`src/rtl/tl_ul_arbiter.sv`:
```
// Two-master, one-slave TileLink-UL arbiter with round-robin grant, one transaction
// in flight, and a watchdog that answers with an error when the slave goes silent.
module tl_ul_arbiter #(
  parameter int ADDR_W         = 12,
  parameter int DATA_W         = 32,
  parameter int TIMEOUT_CYCLES = 64,
  localparam int MASK_W        = DATA_W / 8
) (
  input  logic              clk,
  input  logic              reset,
  input  logic              m0_a_valid,
  output logic              m0_a_ready,
  input  logic [2:0]        m0_a_opcode,
  input  logic [ADDR_W-1:0] m0_a_address,
  input  logic [DATA_W-1:0] m0_a_data,
  input  logic [1:0]        m0_a_size,
  input  logic [MASK_W-1:0] m0_a_mask,
  output logic              m0_d_valid,
  input  logic              m0_d_ready,
  output logic [2:0]        m0_d_opcode,
  output logic [DATA_W-1:0] m0_d_data,
  output logic              m0_d_error,
  input  logic              m1_a_valid,
  output logic              m1_a_ready,
  input  logic [2:0]        m1_a_opcode,
  input  logic [ADDR_W-1:0] m1_a_address,
  input  logic [DATA_W-1:0] m1_a_data,
  input  logic [1:0]        m1_a_size,
  input  logic [MASK_W-1:0] m1_a_mask,
  output logic              m1_d_valid,
  input  logic              m1_d_ready,
  output logic [2:0]        m1_d_opcode,
  output logic [DATA_W-1:0] m1_d_data,
  output logic              m1_d_error,
  output logic              s_a_valid,
  input  logic              s_a_ready,
  output logic [2:0]        s_a_opcode,
  output logic [ADDR_W-1:0] s_a_address,
  output logic [DATA_W-1:0] s_a_data,
  output logic [1:0]        s_a_size,
  output logic [MASK_W-1:0] s_a_mask,
  input  logic              s_d_valid,
  output logic              s_d_ready,
  input  logic [2:0]        s_d_opcode,
  input  logic [DATA_W-1:0] s_d_data
);

  typedef enum logic [1:0] {IDLE, ADDR, WAIT_D, ERR} state_t;

  localparam int TIMER_W = (TIMEOUT_CYCLES > 0) ? $clog2(TIMEOUT_CYCLES + 1) : 1;
  localparam logic [TIMER_W-1:0] TIMER_LAST =
    TIMER_W'((TIMEOUT_CYCLES > 0) ? TIMEOUT_CYCLES - 1 : 0);

  state_t              state, state_nxt;
  logic                grant, grant_nxt;
  logic                last, last_nxt;
  logic                op_get, op_get_nxt;
  logic [TIMER_W-1:0]  timer, timer_nxt;

  logic                a_ready_g, d_valid_g, d_error, mg_d_ready;
  logic [2:0]          d_opcode;
  logic [DATA_W-1:0]   d_data;

  assign s_a_opcode  = grant ? m1_a_opcode  : m0_a_opcode;
  assign s_a_address = grant ? m1_a_address : m0_a_address;
  assign s_a_data    = grant ? m1_a_data    : m0_a_data;
  assign s_a_size    = grant ? m1_a_size    : m0_a_size;
  assign s_a_mask    = grant ? m1_a_mask    : m0_a_mask;
  assign mg_d_ready  = grant ? m1_d_ready   : m0_d_ready;

  always_ff @(posedge clk or negedge reset) begin
    if (!reset) begin
      state  <= IDLE;
      grant  <= 1'b0;
      last   <= 1'b1;
      op_get <= 1'b0;
      timer  <= '0;
    end else begin
      state  <= state_nxt;
      grant  <= grant_nxt;
      last   <= last_nxt;
      op_get <= op_get_nxt;
      timer  <= timer_nxt;
    end
  end

  always_comb begin
    state_nxt  = state;
    grant_nxt  = grant;
    last_nxt   = last;
    op_get_nxt = op_get;
    timer_nxt  = timer;
    s_a_valid  = 1'b0;
    s_d_ready  = 1'b0;
    a_ready_g  = 1'b0;
    d_valid_g  = 1'b0;
    d_error    = 1'b0;
    d_opcode   = s_d_opcode;
    d_data     = s_d_data;
    case (state)
      IDLE: begin
        // Draining the slave here discards responses that arrive after a timeout.
        // Held low while reset is asserted so every handshake output is quiet.
        s_d_ready = reset;
        if (m0_a_valid || m1_a_valid) begin
          grant_nxt = (m0_a_valid && m1_a_valid) ? ~last : m1_a_valid;
          state_nxt = ADDR;
        end
      end
      ADDR: begin
        s_a_valid = 1'b1;
        a_ready_g = s_a_ready;
        if (s_a_ready) begin
          op_get_nxt = (s_a_opcode == 3'd4);
          timer_nxt  = '0;
          state_nxt  = WAIT_D;
        end
      end
      WAIT_D: begin
        d_valid_g = s_d_valid;
        s_d_ready = mg_d_ready;
        if (s_d_valid && mg_d_ready) begin
          last_nxt  = grant;
          state_nxt = IDLE;
        end else if (!s_d_valid && (TIMEOUT_CYCLES != 0) && (timer == TIMER_LAST)) begin
          // A response already presented but stalled by the master is never overridden.
          state_nxt = ERR;
        end else if (timer != '1) begin
          timer_nxt = timer + 1'b1;
        end
      end
      ERR: begin
        d_valid_g = 1'b1;
        d_error   = 1'b1;
        d_data    = '0;
        d_opcode  = {2'b00, op_get};
        s_d_ready = 1'b1;
        if (mg_d_ready) begin
          last_nxt  = grant;
          state_nxt = IDLE;
        end
      end
      default: state_nxt = IDLE;
    endcase
  end

  assign m0_a_ready  = a_ready_g & ~grant;
  assign m1_a_ready  = a_ready_g &  grant;
  assign m0_d_valid  = d_valid_g & ~grant;
  assign m1_d_valid  = d_valid_g &  grant;
  assign m0_d_opcode = d_opcode;
  assign m1_d_opcode = d_opcode;
  assign m0_d_data   = d_data;
  assign m1_d_data   = d_data;
  assign m0_d_error  = d_error;
  assign m1_d_error  = d_error;

endmodule
```
`config.mk`:
```
export PLATFORM = sky130hd
export DESIGN_NAME = tl_ul_arbiter
export DESIGN_NICKNAME = d
export VERILOG_FILES = /design/src/rtl/tl_ul_arbiter.sv
export SDC_FILE = /design/constraint.sdc
export NUM_CORES = 1
export LEC_CHECK = 0
export ABC_AREA = 1
export CAP_MARGIN = 20
export CORE_AREA = 2 2 110 112
export DETAILED_ROUTE_END_ITERATION = 8
export DIE_AREA = 0 0 112 114
export GPL_ROUTABILITY_DRIVEN = 0
export HOLD_SLACK_MARGIN = 0.15
export PLACE_DENSITY = 0.65
export SETUP_SLACK_MARGIN = 0.15
export SYNTH_ARGS = -nofsm -noshare
export SYNTH_HDL_FRONTEND = slang
export SYNTH_SLANG_ARGS = --single-unit
```
`constraint.sdc`:
```
create_clock -name clk -period 5.6 [get_ports clk]
set_clock_uncertainty 0.2 [all_clocks]
set_input_delay 1.68 -clock clk [delete_from_list [all_inputs] [get_ports clk]]
set_output_delay 1.68 -clock clk [all_outputs]
set_load 0.03 [all_outputs]
```
==> results of run 1 <==
==> worst reg2reg max path, stage by stage (launching register included) <==
cell and delay (ps):
dfrtp_2 360, buf_4 470, nand2_1 110, nand2_1 210, nand2_1 110, nand2_1 90, inv_1 60, nand2_1 80
nand2_1 70, nand2_1 60, nand2_1 50
==> through the flow <==
| stage | power, uW | util (%) | setup WS [ps] |
|---|---|---|---|
| 2_1_floorplan | 1330 | - | 1310 |
| 3_3_place_gp | 2060 | 40.0 | 362 |
| 3_5_place_dp | 2060 | 40.0 | 315 |
| 4_1_cts | 2220 | 40.7 | 317 |
| 5_1_grt | 2340 | 40.7 | 179 |
| 6_report | 2200 | 40.7 | 350 |
==> layout by cell type, fill, tap and decap left out, drive strengths merged <==
cell / synthesis / layout
a32o: 1 / 1
o22ai: 1 / 1
inv: 52 / 51
nor3: 1 / 1
o21bai: 1 / 1
o21ai: 5 / 5
nor2: 55 / 55
nand3: 7 / 7
dfrtp: 11 / 11
nand4: 1 / 1
a21oi: 6 / 6
clkbuf: 2 / 4
ha: 1 / 1
clkinv: 1 / 2
xnor2: 1 / 1
nand2: 208 / 208
dfstp: 1 / 1
clkdlybuf4s50: 0 / 279
buf: 49 / 4
==> power by group <==
group / internal [uW] / leakage [uW] / switching, uW
sequential: 114 / 0.000156 / 24.8
combinational: 736 / 0.00209 / 1180
clock: 108 / 0.0000442 / 38.2
==> metal layers <==
layer | share of wire [%] | track usage, % | vias up
met5 | 0 | 0 | -
met4 | 1.6 | 3.66 | 0
met3 | 8.0 | 2.82 | 11
met2 | 52 | 27.6 | 152
met1 | 39 | 17.0 | 1373
li1 | - | - | 1614
==> worst max-delay path by stage <==
stage                            from            to  slack (ps)
final                       s_d_valid    m1_d_valid         350
after global routing        s_d_valid    m1_d_valid         180
after CTS                   s_d_valid    m1_d_valid         320
after detailed placement    s_d_valid    m1_d_valid         310
after global placement      s_d_valid    m1_d_valid         360
after floorplan           s_d_data[0]  m1_d_data[0]        1310
==> kinds of logic after synthesis <==
group / share of synthesized area, %
and+or+nand+nor: 53.5
xor gates and xnor gates: 0.436
AOI/OAI and AO/OA: 3.93
buffers and inverters: 26.5
DFF: 15.0
adders and majority gates: 0.623
==> synthesized netlist by cell type <==
cell type,n,area (um^2)
o21ai_0,4,20.0
buf_1,8,30.0
inv_1,49,184
o21bai_1,1,7.51
a32o_1,1,10.0
nor2_1,52,195
o21ai_1,1,5.00
clkbuf_1,2,7.51
buf_2,5,25.0
nor2_4,2,22.5
ha_1,1,12.5
xnor2_1,1,8.76
clkinv_1,1,3.75
dfrtp_1,11,275
nor3_1,1,5.00
nand3_1,6,30.0
dfstp_2,1,26.3
nand2_1,206,773
inv_2,3,11.3
nor2_8,1,20.0
nand2_2,2,12.5
o22ai_1,1,6.26
buf_4,36,270
nand4_1,1,6.26
a21oi_1,6,30.0
nand3_2,1,10.0
==> registers in the layout, summed over array words and instances, names as in the netlist <==
register / cells
grant: 1
last: 1
timer: 7
state: 2
op_get: 1
==> layout make-up <==
type / instances / area share (%)
repair buffers: 283 / 59.2
multi-input cells: 288 / 24.6
flip-flops and latches: 12 / 6.35
inverters: 53 / 4.17
well taps: 147 / 3.85
clock buffers: 4 / 1.86
==> flow_summary.toml, run 1 <==
[outcome]
status = "finished, final reports clean"

[sta]
worst_slew_pin_slew_ps = 694
rsz0062_at_grt = "false"
max_slew_margin_pct = 53.4
hold_violations = 0
fin_crit_sh_pct = 93.7
period_needed_ps = 5250
maxSlewViolCount = 0
fmax_ghz = 0.190
setup_viol = 0
fin_setup_tns_ps = 0
whs_ps = 276

[logic_synthesis]
yosysUniqueCellTypes = 26
yosysWarnings = 0
syn_area_mm2 = 0.00201
syn_inst = 404
ys_seq_area_share_pct = 15.0
syn-num-nets = 554
ys_ff_latch = 12
synth.avg_cell_area_um2 = 4.97

[clocking]
hold_buffers = 0
htree_num_levels = 1
cts_sinks = 12
clock_latency_ps = 240
cts_root_buf = "clkbuf_16"
cts_buffers = 3
cts_tree = "yes"
cts-resized-gates = 0
clockBufferDepth = 2
clk_pin_slew_ps = 40
postCtsSetupRepairBufs = 0

[die]
die_area_mm2 = 0.0128
die_width_um = 112
die_y_um = 114
coreArea_mm2 = 0.0117
num_io_pins = 280
start_util_pct = 17.1
rows = 40

[worst_setup_path]
rr_startpoint = "grant"
rrSetupSlack_ps = 3600
critPathMaxFanout = 3
crit_family = "buffers and inverters"
cp.depth = 6
cp_slowest_stage_delay_ps = 710
crit_type = "in -> out"
slowest_stage = "clkdlybuf4s50_1"
path_cells = "clkdlybuf4s50_1, inv_1, a21oi_1, inv_1, nor2_1, clkdlybuf4s50_1"
startpoint_type = "input port"
required_ps = 3720
end_kind = "output port"
worst-path-buf-inv = 4
reg2reg_to = "state[1]"
reg2reg_depth = 10
crit_arrival_ps = 3370

[grt]
grt_pass1_wl_um = 15200
grt_util_all_layers_pct = 14.6
gr-total-overflow = 0
grt_max_degree = 58
antenna_found_initial = 0
grt_pass1_vias = 2994

[pwr]
powerDensity_mw_per_mm2 = 461
p_leak_uw = 0.00229
irDropWorstVdd_mv = 0.227

[worst_hold_path]
hp-class = "reg -> reg"
whs_path_depth = 2
min_to = "timer[3]"
min_from = "timer[3]"

[drt]
final_antenna_net_count = 0
route.detailed.drc = 0
num_vias = 3150
routedWlPerCell_um = 13.0
dr.pass1.iters = 4
routed_wl_um = 10200
drtIter0Drc = 254
viasPerCell = 4.00

[finish]
stdcell_area_mm2 = 0.00477
fillers = 1257
nets = 791
seq_area_um2 = 303
fin_cells = 787
drive_gt1_share_pct = 2.97
antenna_cells = 0
area_growth_pct = 138
multi_input_area_mm2 = 0.00117

[flow_run]
maxCapViolations = 0

[placement]
dp.cells = 783
port_buffers = 279
postPlaceCellArea_mm2 = 0.00468
dp.final_hpwl_um = 8880
Power figures use the tool's default switching activity.
==> run 2: changes to the inputs <==
--- a/config.mk
+++ b/config.mk
@@ -7,12 +7,14 @@
 export LEC_CHECK = 0
 export ABC_AREA = 1
 export CAP_MARGIN = 20
-export CORE_AREA = 2 2 110 112
+export CORE_AREA = 2 2 109 111
 export DETAILED_ROUTE_END_ITERATION = 8
-export DIE_AREA = 0 0 112 114
+export DIE_AREA = 0 0 111 113
+export DONT_BUFFER_PORTS = 1
 export GPL_ROUTABILITY_DRIVEN = 0
 export HOLD_SLACK_MARGIN = 0.15
-export PLACE_DENSITY = 0.65
+export MAX_ROUTING_LAYER = met4
+export PLACE_DENSITY = 0.34
 export SETUP_SLACK_MARGIN = 0.15
 export SYNTH_ARGS = -nofsm -noshare
 export SYNTH_HDL_FRONTEND = slang
==> flow_summary.toml, run 2 (synthesis gave the netlist of run 1 again) <==
[outcome]
status = "finished, final reports clean"

[drt]
routed_wl_um = 7350
num_vias = 2247
drtIter0Drc = 151
dr.pass1.iters = 4
route.detailed.drc = 0
routedWlPerCell_um = 13.6
final_antenna_net_count = 0
viasPerCell = 4.15

[finish]
largestRegisters = "timer: 7 flops, state: 2 flops"
fillers = 1294
drive_gt1_share_pct = 14.1
layout_commonest_cell = "nand2_1"
antenna_cells = 0
layout_common_cells = "206 x nand2_1, 52 x nor2_1, 49 x inv_1, 39 x buf_4, 10 x dfrtp_1"
nets = 549
area_growth_pct = 13.3
largest_reg_flops = 7
top_register = "timer"
fin_cells = 541

[worst_setup_path]
startpoint_type = "input port"
required_ps = 3720
crit_type = "in -> out"
critPathMaxFanout = 3
end_kind = "output port"
crit_arrival_ps = 2550

[clocking]
hold_buffers = 0
clk_pin_slew_ps = 50
cts-resized-gates = 0
clockBufferDepth = 2
cts_buffers = 3
cts_sinks = 12
cts_tree = "yes"
postCtsSetupRepairBufs = 0
clock_latency_ps = 240
htree_num_levels = 1
cts_root_buf = "clkbuf_16"

[pwr]
p_total_uw = 1650
irDropWorstVdd_mv = 0.276
p_leak_uw = 0.00140
powerDensity_mw_per_mm2 = 724

[placement]
dp.final_hpwl_um = 6370
dp.cells = 536
port_buffers = 0

[grt]
grt_pass1_vias = 1873
antenna_found_initial = 0
grt_util_all_layers_pct = 10.4
gr-total-overflow = 0
grt_pass1_wl_um = 10100
grt_max_degree = 58

[sta]
period_needed_ps = 4430
maxSlewViolCount = 0
whs_ps = 284
rsz0062_at_grt = "false"
hold_violations = 0
setup_viol = 0
fmax_ghz = 0.226
fin_crit_sh_pct = 79.1
worst_slew_pin_slew_ps = 604
fin_setup_tns_ps = 0
max_slew_margin_pct = 59.6

[die]
coreArea_mm2 = 0.0113
start_util_pct = 17.8
die_area_mm2 = 0.0125
die_y_um = 113
rows = 39
die_width_um = 111
num_io_pins = 280

[flow_run]
maxCapViolations = 0

[worst_hold_path]
hp-class = "reg -> reg"
==> run 2: changes by cell type in the layout (fill, tap and decap cells not counted), sizes merged <==
| cell | previous run | this run |
|---|---|---|
| buf | 4 | 41 |
| clkdlybuf4s50 | 279 | 0 |
| clkinv | 2 | 1 |
| inv | 51 | 52 |
==> run 2: metal layers <==
layer | track usage (%) | wire length [um]
met4 | 2.50 | 91
met3 | 1.34 | 569
met2 | 19.6 | 3920
met1 | 11.7 | 2770
met5 | - | 0
==> run 2: layout make-up <==
class	instances	area, um^2	share of cell area, %
Clock buffer	4	88.8	3.90
Tap cell	143	179	7.86
Sequential cell	12	303	13.3
Multi-Input combinational cell	288	1170	51.6
Timing Repair Buffer	41	332	14.6
Inverter	53	199	8.74
==> run 2: where the power goes <==
| part | internal [uW] | switching [uW] | leakage, uW |
|---|---|---|---|
| registers | 114 | 24.1 | 0.000156 |
| clock network | 108 | 41.3 | 0.0000442 |
| logic | 266 | 1100 | 0.00120 |
| total | 488 | 1160 | 0.00140 |
==> run 2: worst paths after layout <==
check | startpoint | endpoint | slack [ps] | cells after the start
max in group asynchronous | reset | last | 4100 | 0
max reg2reg | grant | op_get | 3650 | 7
min reg2reg | timer[3] | timer[3] | 280 | 2
min in group asynchronous | reset | state[1] | 930 | 0
max | s_a_ready | m0_a_ready | 1170 | 4
min | timer[3] | timer[3] | 280 | 2
==> run 2: worst max-delay path, cell delays in order <==
cell and delay, ps:
inv_1 30, nor2_1 220, inv_1 130, nor2_1 490
==> run 2: metrics by stage <==
| stage | cell area, um^2 | util [%] | setup slack, ps |
|---|---|---|---|
| CTS | 2250 | 19.9 | 1150 |
| finish | 2280 | 20.2 | 1170 |
| detailed placement | 2160 | 19.2 | 1150 |
| floorplan | 2010 | - | 1310 |
| global route | 2280 | 20.2 | 1110 |
| global placement | 2150 | 19.1 | 1180 |
